File: src/rtl/reg_out.sv
// SAP-1 output register: captures the bus on load and drives binary, BCD and
// three-digit seven-segment views of the held value.
module reg_out #(
  parameter bit SEG_ACTIVE_LOW = 1'b0
) (
  input  logic       clk,
  input  logic       rst,
  input  logic       load,
  input  logic [7:0] bus,
  output logic [7:0] out,
  output logic       updated,
  output logic [3:0] dec_hund,
  output logic [3:0] dec_tens,
  output logic [3:0] dec_ones,
  output logic [6:0] seg_hund,
  output logic [6:0] seg_tens,
  output logic [6:0] seg_ones
);

  localparam int unsigned DATA_W = 8;
  localparam int unsigned BCD_W  = 12;
  localparam logic [6:0]  SEG_INV = SEG_ACTIVE_LOW ? 7'h7F : 7'h00;

  logic [BCD_W-1:0] bcd;
  logic [6:0]       raw_hund;
  logic [6:0]       raw_tens;
  logic [6:0]       raw_ones;
  logic             blank_hund;
  logic             blank_tens;

  // Active-high {g,f,e,d,c,b,a} pattern; codes above 9 are dark.
  function automatic logic [6:0] seg_decode(input logic [3:0] digit);
    logic [6:0] seg;
    case (digit)
      4'd0:    seg = 7'b0111111;
      4'd1:    seg = 7'b0000110;
      4'd2:    seg = 7'b1011011;
      4'd3:    seg = 7'b1001111;
      4'd4:    seg = 7'b1100110;
      4'd5:    seg = 7'b1101101;
      4'd6:    seg = 7'b1111101;
      4'd7:    seg = 7'b0000111;
      4'd8:    seg = 7'b1111111;
      4'd9:    seg = 7'b1101111;
      default: seg = 7'b0000000;
    endcase
    return seg;
  endfunction

  // Capture register; reset wins over load.
  always_ff @(posedge clk) begin
    if (rst) begin
      out     <= 8'h00;
      updated <= 1'b0;
    end else begin
      if (load) begin
        out <= bus;
      end
      updated <= load;
    end
  end

  // Double dabble; the hundreds digit never exceeds 2 so it needs no correction.
  always_comb begin
    bcd = '0;
    for (int i = DATA_W - 1; i >= 0; i--) begin
      if (bcd[3:0] >= 4'd5) bcd[3:0] = bcd[3:0] + 4'd3;
      if (bcd[7:4] >= 4'd5) bcd[7:4] = bcd[7:4] + 4'd3;
      bcd = {bcd[BCD_W-2:0], out[i]};
    end
  end

  assign dec_hund = bcd[11:8];
  assign dec_tens = bcd[7:4];
  assign dec_ones = bcd[3:0];

  assign raw_hund   = seg_decode(dec_hund);
  assign raw_tens   = seg_decode(dec_tens);
  assign raw_ones   = seg_decode(dec_ones);
  assign blank_hund = (dec_hund == 4'd0);
  assign blank_tens = blank_hund && (dec_tens == 4'd0);

  // Leading-zero blanking first, then optional polarity inversion.
  assign seg_hund = (blank_hund ? 7'b0000000 : raw_hund) ^ SEG_INV;
  assign seg_tens = (blank_tens ? 7'b0000000 : raw_tens) ^ SEG_INV;
  assign seg_ones = raw_ones ^ SEG_INV;

endmodule

File: config.mk
export PLATFORM = sky130hd
export DESIGN_NAME = reg_out
export DESIGN_NICKNAME = d
export VERILOG_FILES = /design/src/rtl/reg_out.sv
export SDC_FILE = /design/constraint.sdc
export NUM_CORES = 1
export LEC_CHECK = 0
export CORE_ASPECT_RATIO = 1.75
export CORE_MARGIN = 2
export CORE_UTILIZATION = 45
export CTS_CLUSTER_DIAMETER = 60
export DETAILED_ROUTE_END_ITERATION = 7
export PLACE_DENSITY = 0.9
export RECOVER_POWER = 50
export SLEW_MARGIN = 20
export SYNTH_ARGS = -nofsm -noshare
export SYNTH_HDL_FRONTEND = slang
export SYNTH_SLANG_ARGS = --single-unit
export TNS_END_PERCENT = 50
File: constraint.sdc
create_clock -name clk -period 6.4 [get_ports clk]
set_input_delay 1.28 -clock clk [delete_from_list [all_inputs] [get_ports clk]]
set_output_delay 1.28 -clock clk [all_outputs]
set_load 0.02 [all_outputs]
Word-level counts from Yosys, hierarchy flattened
Memories as Yosys holds them, arrays and structs flattened.
Cells that the tools add are included.
Operators by class
  $add $sub $neg: 7
  magnitude comparators: 7
  multiplexer cells: 9
  reductions and logical operators: 3
Operators by type and width (number)
  4-bit 2-to-1 mux: 7
  4-bit by 2-bit adder with 4-bit output, second input constant: 5
  4-bit by 3-bit greater-or-equal comparator with 1-bit output, second input constant: 5
  7-bit 2-to-1 mux: 2
  3-bit by 2-bit adder with 4-bit output, second input constant: 2
  4-bit logical NOT: 2
  3-bit greater-or-equal comparator, second input constant: 2
  1-bit logical AND: 1
Word-level totals
  register bits after elaboration: 9
  memory bits (read-only): 336
  input bits: 11
  output and inout bits: 42
  logic and storage cells: 31
  memories: 3
Memory list
  (name not given): depth 16, bits a word 7, read ports 1, clocked after Yosys merged registers in 0, write ports 0, RTL line 34  | case (digit)
  (name not given): depth 16, bits a word 7, read ports 1, clocked after Yosys merged registers in 0, write ports 0, RTL line 34
  (name not given): depth 16, bits a word 7, read ports 1, clocked after Yosys merged registers in 0, write ports 0, RTL line 34

Logic depth before layout (Yosys ltp)
Gate-level depths: netlist of the first run.
  word-level depth: 13
  depth in mapped cells: 27
  gate-level depth less buffers: 24

Least setup slack after synthesis of the first run
OpenSTA, ideal clock, no wires.
  kind: reg2out
  start point: reg out[6]
  end point: out seg_tens[5]
  arrival time: 6199 ps
  data required time: 5120 ps
  setup slack: -1079 ps
  cell stages (with the launch flop): 27
  buffers on the path: 3
  cell sequence: dfxtp_1 buf_6 inv_1 ha_1 o21ai_1 xnor2_1 ha_1 nand2b_1 a32oi_4 xnor2_1 ha_1 clkbuf_1 nor2b_1 nor3b_2 or4_1 o2111a_1 xnor2_1 buf_4 ha_1 nand3b_1 a21oi_1 a221o_1 inv_1 ha_1 and3_1 and2_1 nor4_1
On the way
  longest elaborated chain between the ends: 13
  elaborated cells between the ends (all ways): 26
  those cells by class: add/sub: 7; order compare: 7; mux: 8; reduce/logical: 3; memory: 1
RTL lines
  start, declared: RTL line 10  | output logic [7:0] out,
  start signal, assigned: RTL line 57  | out <= bus;
  3-bit by 2-bit adder with 4-bit output or 3-bit greater-or-equal comparator (tied branches): RTL line 67  | if (bcd[3:0] >= 4'd5) bcd[3:0] = bcd[3:0] + 4'd3;
  4-bit 2-to-1 mux (*): RTL line 67
  4-bit by 2-bit adder with 4-bit output or 4-bit by 3-bit greater-or-equal comparator with 1-bit output (tied branches): RTL line 67
  4-bit 2-to-1 mux: RTL line 67
  4-bit by 3-bit greater-or-equal comparator with 1-bit output or 4-bit by 2-bit adder with 4-bit output (tied branches): RTL line 67
  4-bit 2-to-1 mux: RTL line 67
  4-bit by 2-bit adder with 4-bit output (tied with other cells): RTL line 67
  4-bit 2-to-1 mux, on equally long branches: RTL line 67, 68
  4-bit by 2-bit adder with 4-bit output or 4-bit by 3-bit greater-or-equal comparator with 1-bit output (tied branches): RTL line 68  | if (bcd[7:4] >= 4'd5) bcd[7:4] = bcd[7:4] + 4'd3;
  4-bit 2-to-1 mux (*): RTL line 68
  named net dec_tens[1]: RTL line 13  | output logic [3:0] dec_tens,
  parallel branches: the longest is 2 deep, another holds memory read 16 x 7 bit
  7-bit 2-to-1 mux (*): RTL line 85  | assign seg_tens = (blank_tens ? 7'b0000000 : raw_tens) ^ SEG_INV;
  end, declared: RTL line 16  | output logic [6:0] seg_tens,
Mark *: on every way through the listed nets, which the timed path passes.

Worst setup path after layout of the first run
  start point: reg out[6]
  end point: out seg_tens[0]
On the way
  longest elaborated chain between the ends: 13
  elaborated cells between the ends (all ways): 26
  those cells by class: add/sub: 7; order compare: 7; mux: 8; reduce/logical: 3; memory: 1
RTL lines (RTL line)
  3-bit by 2-bit adder with 4-bit output or 3-bit greater-or-equal comparator (tied branches): 67
  4-bit 2-to-1 mux (*): 67
  parallel branches: the longest is 10 deep, another holds memory read 16 x 7 bit
  7-bit 2-to-1 mux (*): 85
Every way passes the cells marked *.

==> results of run 1 <==
flip-flops by register name, summed over array words and instances (netlist names):
name,flops
out,8
updated,1
worst register-to-register path, delay by kind of cell, from the launching register on:
kind          cells  cell delay [ns]
mux               1             0.15
flops             1             0.64
simple gates      1             0.10
metal layers:
layer	part of all wire [%]	GRT usage, %	wire, µm	up-vias
met3	4.3	2.93	279	18
met4	3.0	12.5	195	0
met2	57	47.0	3710	108
met5	0	0	0	-
li1	-	-	-	1194
met1	36	26.5	2360	1172
final cells by class:
class	count	area [µm²]	area share, %
Multi-Input combinational cell	232	1920	62.1
Tap cell	51	63.8	2.06
Clock buffer	4	45.0	1.46
Sequential cell	9	185	5.99
Inverter	13	51.3	1.66
Timing Repair Buffer	94	826	26.7
final timing paths:
check | slack (ns) | endpoint | cells after the start | startpoint
hold reg to reg | 0.64 | out[4] | 2 | out[4]
hold / removal | 0.64 | out[4] | 2 | out[4]
setup / recovery | 0.04 | seg_tens[0] | 24 | out[6]
setup reg to reg | 5.45 | out[1] | 2 | out[1]
through the flow:
| stage | instances | setup slack [ns] | cell area [µm²] |
|---|---|---|---|
| 6_report | 403 | 0.0425 | 3090 |
| 5_1_grt | 403 | -0.152 | 3090 |
| 4_1_cts | 394 | -0.0165 | 2900 |
| 3_5_place_dp | 388 | -0.179 | 2820 |
| 3_3_place_gp | 388 | 0.0199 | 2820 |
| 2_1_floorplan | 279 | -0.179 | 2160 |
cells in the final DEF (no fill, tap or decap), types with 3 or more instances in the layout:
cell	instances
a21oi_1	18
buf_4	44
clkdlybuf4s50_1	31
ha_1	8
and3_1	3
dlygate4sd3_1	6
mux2_2	5
nand3b_1	3
mux2i_1	15
nand2_1	16
nor4_4	3
o22ai_1	3
clkbuf_8	3
conb_1	3
nor3_1	7
xnor2_2	3
buf_6	3
o21ai_1	4
inv_1	9
dfxtp_1	7
and2_1	4
nand3_1	7
ha_4	3
ha_2	3
nor2_1	30
or4_1	3
o21ai_0	12
a211oi_1	4
a21o_1	6
dlymetal6s2s_1	5
o31ai_1	4
cells by family (layout without fill, tap and decap cells):
kind of cell | after synthesis | count (layout) | synth area share [%]
AND/OR/NAND/NOR | 97 | 97 | 24.5
flip-flops | 9 | 9 | 9.01
AO/OA/AOI/OAI | 90 | 90 | 33.6
buffers and inverters | 38 | 111 | 9.57
other | 1 | 3 | 0.188
adder cells (fa/ha/maj) | 14 | 14 | 8.76
multiplexers | 23 | 23 | 12.1
XOR/XNOR | 5 | 5 | 2.19
where the power goes:
part	internal, mW	switching (mW)
clock network	0.0431	0.0190
registers	0.0596	0.00596
logic	0.430	0.463
total	0.533	0.488
repair_timing:
action | CTS | global route
pin swaps | 2 | 14
buffers inserted | 2 | 9
setup endpoints to repair | 13 | 14
resized for setup | 19 | 45
==> run metrics, run 1 <==
Yosys reg bits=9; Post-DP HPWL=4610 µm; port bufs=49; Filler cells=322; share of cells above drive strength 1=30.7%; cell mode on critical path=ha_4; Synth area leader=dfxtp_1; post-DR wirelength/cell=16.3 µm; Tightest Pin Transition=~0.67 ns; CTS tree=yes; drt drc=0; largest cells by area after synthesis=dfxtp_1 9.0%, ha_1 8.8%, mux2i_1 8.0%; Synth async-reset ratio=0%; CP top delay family=simple AND/OR/NAND/NOR gates; critical path class=flip-flop to output pin; Post-synth EDFFs=0; worst vdd ir=0.000284 V; Final Cycle Share=99.3%; hold_ws=0.638 ns; core area=roughly 4300 µm²; CTS Buf Count=3; gr usage total=between 20% and 30%; CTS clk-pin slew, worst paths=~0.040 ns; fin util=71.5%; power density cells=330 nW/µm²; routed vias/inst=6.18; drt pass-1 iters=4; mapped cell area=2000 µm²; crit-path cells=inv_4, ha_4, o21ai_4, xnor2_2, ha_2, nand2b_4, a32oi_4, xnor2_2, ha_2, nor2b_4, o311ai_4, or4_4, o2111a_2, xnor2_4, ha_4, nand3b_1, a21oi_2, a221o_2, inv_2, ha_4, and3_4, or4_4, o311ai_4, buf_6; Routed Antenna Nets=0; vias in the first global route=2306; unrepaired setup endpoints after global routing=yes; Cell Rows=32; worst path bufs/invs=3; Rel. slew slack=between 50% and 60%; CP endpoint kind=output pin; Top Ports=53; CP Launch Type=flip-flop; Worst Skew=0 ns; crit-path max FO=7; ys flop type=dfxtp_1; Netlist cell types=65; Setup TNS Final=0 ns; total design power=1.02 mW; Slew Viols, Final=0; Post-synth top cells=30 x nor2_1, 19 x a21oi_1, 17 x nand2_1; global-route wire length before repair=10100 µm; initial DRC count=82; cts-stage hold buffer count=0; slowest stage delay, CP=about 0.54 ns; final wirelength=6550 µm; vias after detailed routing=approximately 2.5k; status=completed; Fmax=157 MHz; routability cong.=0.851; latest clock arrival within the worst-skew pair=approximately 0.22 ns; clock sinks=9; Area Overhead vs Synth=54.6%; Hold Vio Cnt, Final=0; Starting Density=46.2%; Die X=54.4 µm; Req. time, crit path=~5.1 ns; most numerous cell in the Yosys netlist=nor2_1; die height=92.2 µm; Final Critical Period=6.36 ns; grt total ovfl=0; post-synth top area share=under 10%; slowest library cell on the worst path=or4_4; arrival time worst endpoint=around 5.1 ns; setup violators final=0; antenna violations before repair=0; die area=5010 µm²; Clock Tree Root=clkbuf_8; YS warnings=0; Synth Instances=277; mean instance size in the synthesized netlist=about 7.2 µm²; share of the yosys chip area belonging to registers=approximately 9%; pin count of the biggest net entering global routing=16; diode count=0; htree depth=1; Nets=378; hold crit path type=flip-flop to flip-flop; MaxCap Viol Count=0; Leak=1.37 nW; clock buffer depth=2
Power figures use the tool's default switching activity.
==> run 2, diff against run 1 <==
--- a/config.mk
+++ b/config.mk
@@ -7,10 +7,10 @@
 export LEC_CHECK = 0
 export CORE_ASPECT_RATIO = 1.75
 export CORE_MARGIN = 2
-export CORE_UTILIZATION = 45
+export CORE_UTILIZATION = 50
 export CTS_CLUSTER_DIAMETER = 60
 export DETAILED_ROUTE_END_ITERATION = 7
-export PLACE_DENSITY = 0.9
+export PLACE_DENSITY = 0.94
 export RECOVER_POWER = 50
 export SLEW_MARGIN = 20
 export SYNTH_ARGS = -nofsm -noshare
==> constraint.sdc (replaced) <==
create_clock -name clk -period 7.5 [get_ports clk]
set_input_delay 1.5 -clock clk [delete_from_list [all_inputs] [get_ports clk]]
set_output_delay 1.5 -clock clk [all_outputs]
set_load 0.02 [all_outputs]
==> run metrics, run 2 (same netlist as run 1, synthesis figures left out) <==
status=completed; total design power=0.720 mW; CP endpoint kind=output pin; Post-DP Area=about 2500 µm²; Post-DP HPWL=4340 µm; grt total ovfl=0; CP startpoint=out[6]; Nets=about 350; routability cong.=~0.83; CTS Buf Count=3; drt pass-1 iters=4; Cell Rows=30; Largest Register=out; latest clock arrival within the worst-skew pair=~0.22 ns; commonest non-fill, non-tap cell in the layout=nor2_1; power density cells=276 nW/µm²; Die X=51.8 µm; WHS Path Cells=2; Final Cycle Share=a little under 100%; die area=roughly 4500 µm²; critical path class=flip-flop to output pin; Area Overhead vs Synth=30.7%; die height=87.7 µm; CP endpoint=seg_tens[0]; core area=3870 µm²; port bufs=approximately 50; CP Launch Type=flip-flop; cell mode on critical path=ha_1; drt drc=0; diode count=0; htree depth=1; antenna violations before repair=0; clock buffer depth=2; max reg flops=8; Hold Vio Cnt, Final=0; clock sinks=9; Rel. slew slack=45.3%; slowest stage delay, CP=0.50 ns; MaxCap Viol Count=0; reg-to-reg slack, setup=6.54 ns; pin count of the biggest net entering global routing=16; Req. time, crit path=6.00 ns; CTS tree=yes; FF-to-FF Start=out[1]; setup violators final=0; commonest cells after routing, fill and taps aside=30 x nor2_1, 27 x clkdlybuf4s50_1, 19 x a21oi_1; final wirelength=5660 µm; cts-stage hold buffer count=0; CTS clk-pin slew, worst paths=0.04 ns; vias after detailed routing=2317; routed vias/inst=6.30; Worst R2R End=out[1]; Routed Antenna Nets=0; crit-path cells=inv_1, ha_1, o21ai_1, xnor2_2, ha_2, nand2b_1, a32oi_4, xnor2_2, ha_1, nor2b_4, nor3b_2, or4_1, o2111a_1, xnor2_1, ha_2, nand3b_1, a21oi_1, a221o_1, inv_1, ha_1, and3_1, or4_1, o311ai_1, dlygate4sd2_1; Tightest Pin Transition=roughly 0.80 ns; biggest regs=out: 8 flops, updated: 1 flops; post-DR wirelength/cell=15.4 µm; Leak=1.19 nW; Clock Tree Root=clkbuf_8; slowest library cell on the worst path=or4_1; Top Ports=53; crit-path max FO=7; Final Critical Period=7.21 ns; arrival time worst endpoint=5.71 ns; initial DRC count=84; share of cells above drive strength 1=between 10% and 20%; Slew Viols, Final=0; Final Cell Area=2610 µm²; Worst Skew=0 ns; R2R depth=2; Fmax=139 MHz; hold crit path type=flip-flop to flip-flop; vias in the first global route=between 2k and 2.5k; Starting Density=51.7%; gr usage total=25.7%; global-route wire length before repair=9360 µm; worst vdd ir=0.000208 V
## run 2: changes by cell type in the layout (fill, tap and decap cells not counted), sizes merged
cell / change
clkbuf: -2
clkdlybuf4s50: -4
buf: -36
dlygate4sd3: +10
## run 2: metrics by stage
| step | hold slack (ns) | setup TNS [ns] | worst slack (ns) | instances | utilization (%) |
|---|---|---|---|---|---|
| after detailed placement | 0.630 | -0.287 | -0.148 | 363 | 65.0 |
| after global placement | 0.605 | 0 | 0.158 | 363 | 65.0 |
| after floorplan | 0.642 | -0.0483 | -0.0483 | 279 | - |
| final | 0.635 | 0 | 0.292 | 368 | 67.6 |
| after global routing | 0.679 | -0.00259 | -0.00259 | 368 | 67.6 |
| after CTS | 0.642 | 0 | 0.0342 | 368 | 66.7 |
## run 2: area by class of cell
type / count / area (µm²)
Sequential cell: 9 / 180
Fill cell: 331 / 1250
Tap cell: 48 / 60.1
Timing Repair Buffer: 62 / 599
Multi-Input combinational cell: 232 / 1680
Inverter: 13 / 48.8
Clock buffer: 4 / 45.0
## run 2: how the worst min path moves through the flow
stage | slack [ns] | to | start
global placement | 0.60 | out[4] | out[4]
global route | 0.68 | out[5] | out[5]
finish | 0.64 | out[4] | out[4]
CTS | 0.64 | out[4] | out[4]
detailed placement | 0.63 | out[2] | out[2]
floorplan | 0.64 | out[5] | out[5]
## run 2: power breakdown
part           switching (mW)  internal [mW]  total (mW)  leakage [nW]
clock                  0.0169         0.0368      0.0538        0.0228
sequential            0.00522         0.0509      0.0561        0.0744
combinational           0.335          0.275       0.610          1.09
## run 2: critical path: cells and delay by family, from the launching register on
| family | cells | cell delay, ns |
|---|---|---|
| buf+inv | 3 | 0.57 |
| simple gates | 7 | 1.69 |
| compound gates | 6 | 1.12 |
| xor+xnor | 3 | 0.61 |
| flops | 1 | 0.33 |
| fa+ha+maj | 5 | 1.19 |
## run 2: metal layers
layer	global-route usage, %	vias to the layer above	part of all wire (%)
li1	-	1127	-
met1	25.5	1106	37
met2	53.0	72	58
met4	9.09	0	2.3
met5	0	-	0
met3	1.54	12	2.5
## run 2: what timing repair did
item	4_1_cts	5_1_grt
resized for setup	4	9
pin swaps	1	0
hold endpoints to repair	0	0
buffers inserted	1	0
setup endpoints to repair	7	7
==> run 3, diff against run 2 <==
--- a/config.mk
+++ b/config.mk
@@ -10,6 +10,7 @@
 export CORE_UTILIZATION = 50
 export CTS_CLUSTER_DIAMETER = 60
 export DETAILED_ROUTE_END_ITERATION = 7
+export HOLD_SLACK_MARGIN = 0.02
 export PLACE_DENSITY = 0.94
 export RECOVER_POWER = 50
 export SLEW_MARGIN = 20
==> results of run 3 <==
Final layout, timing and power as in run 2 (identical DEF).
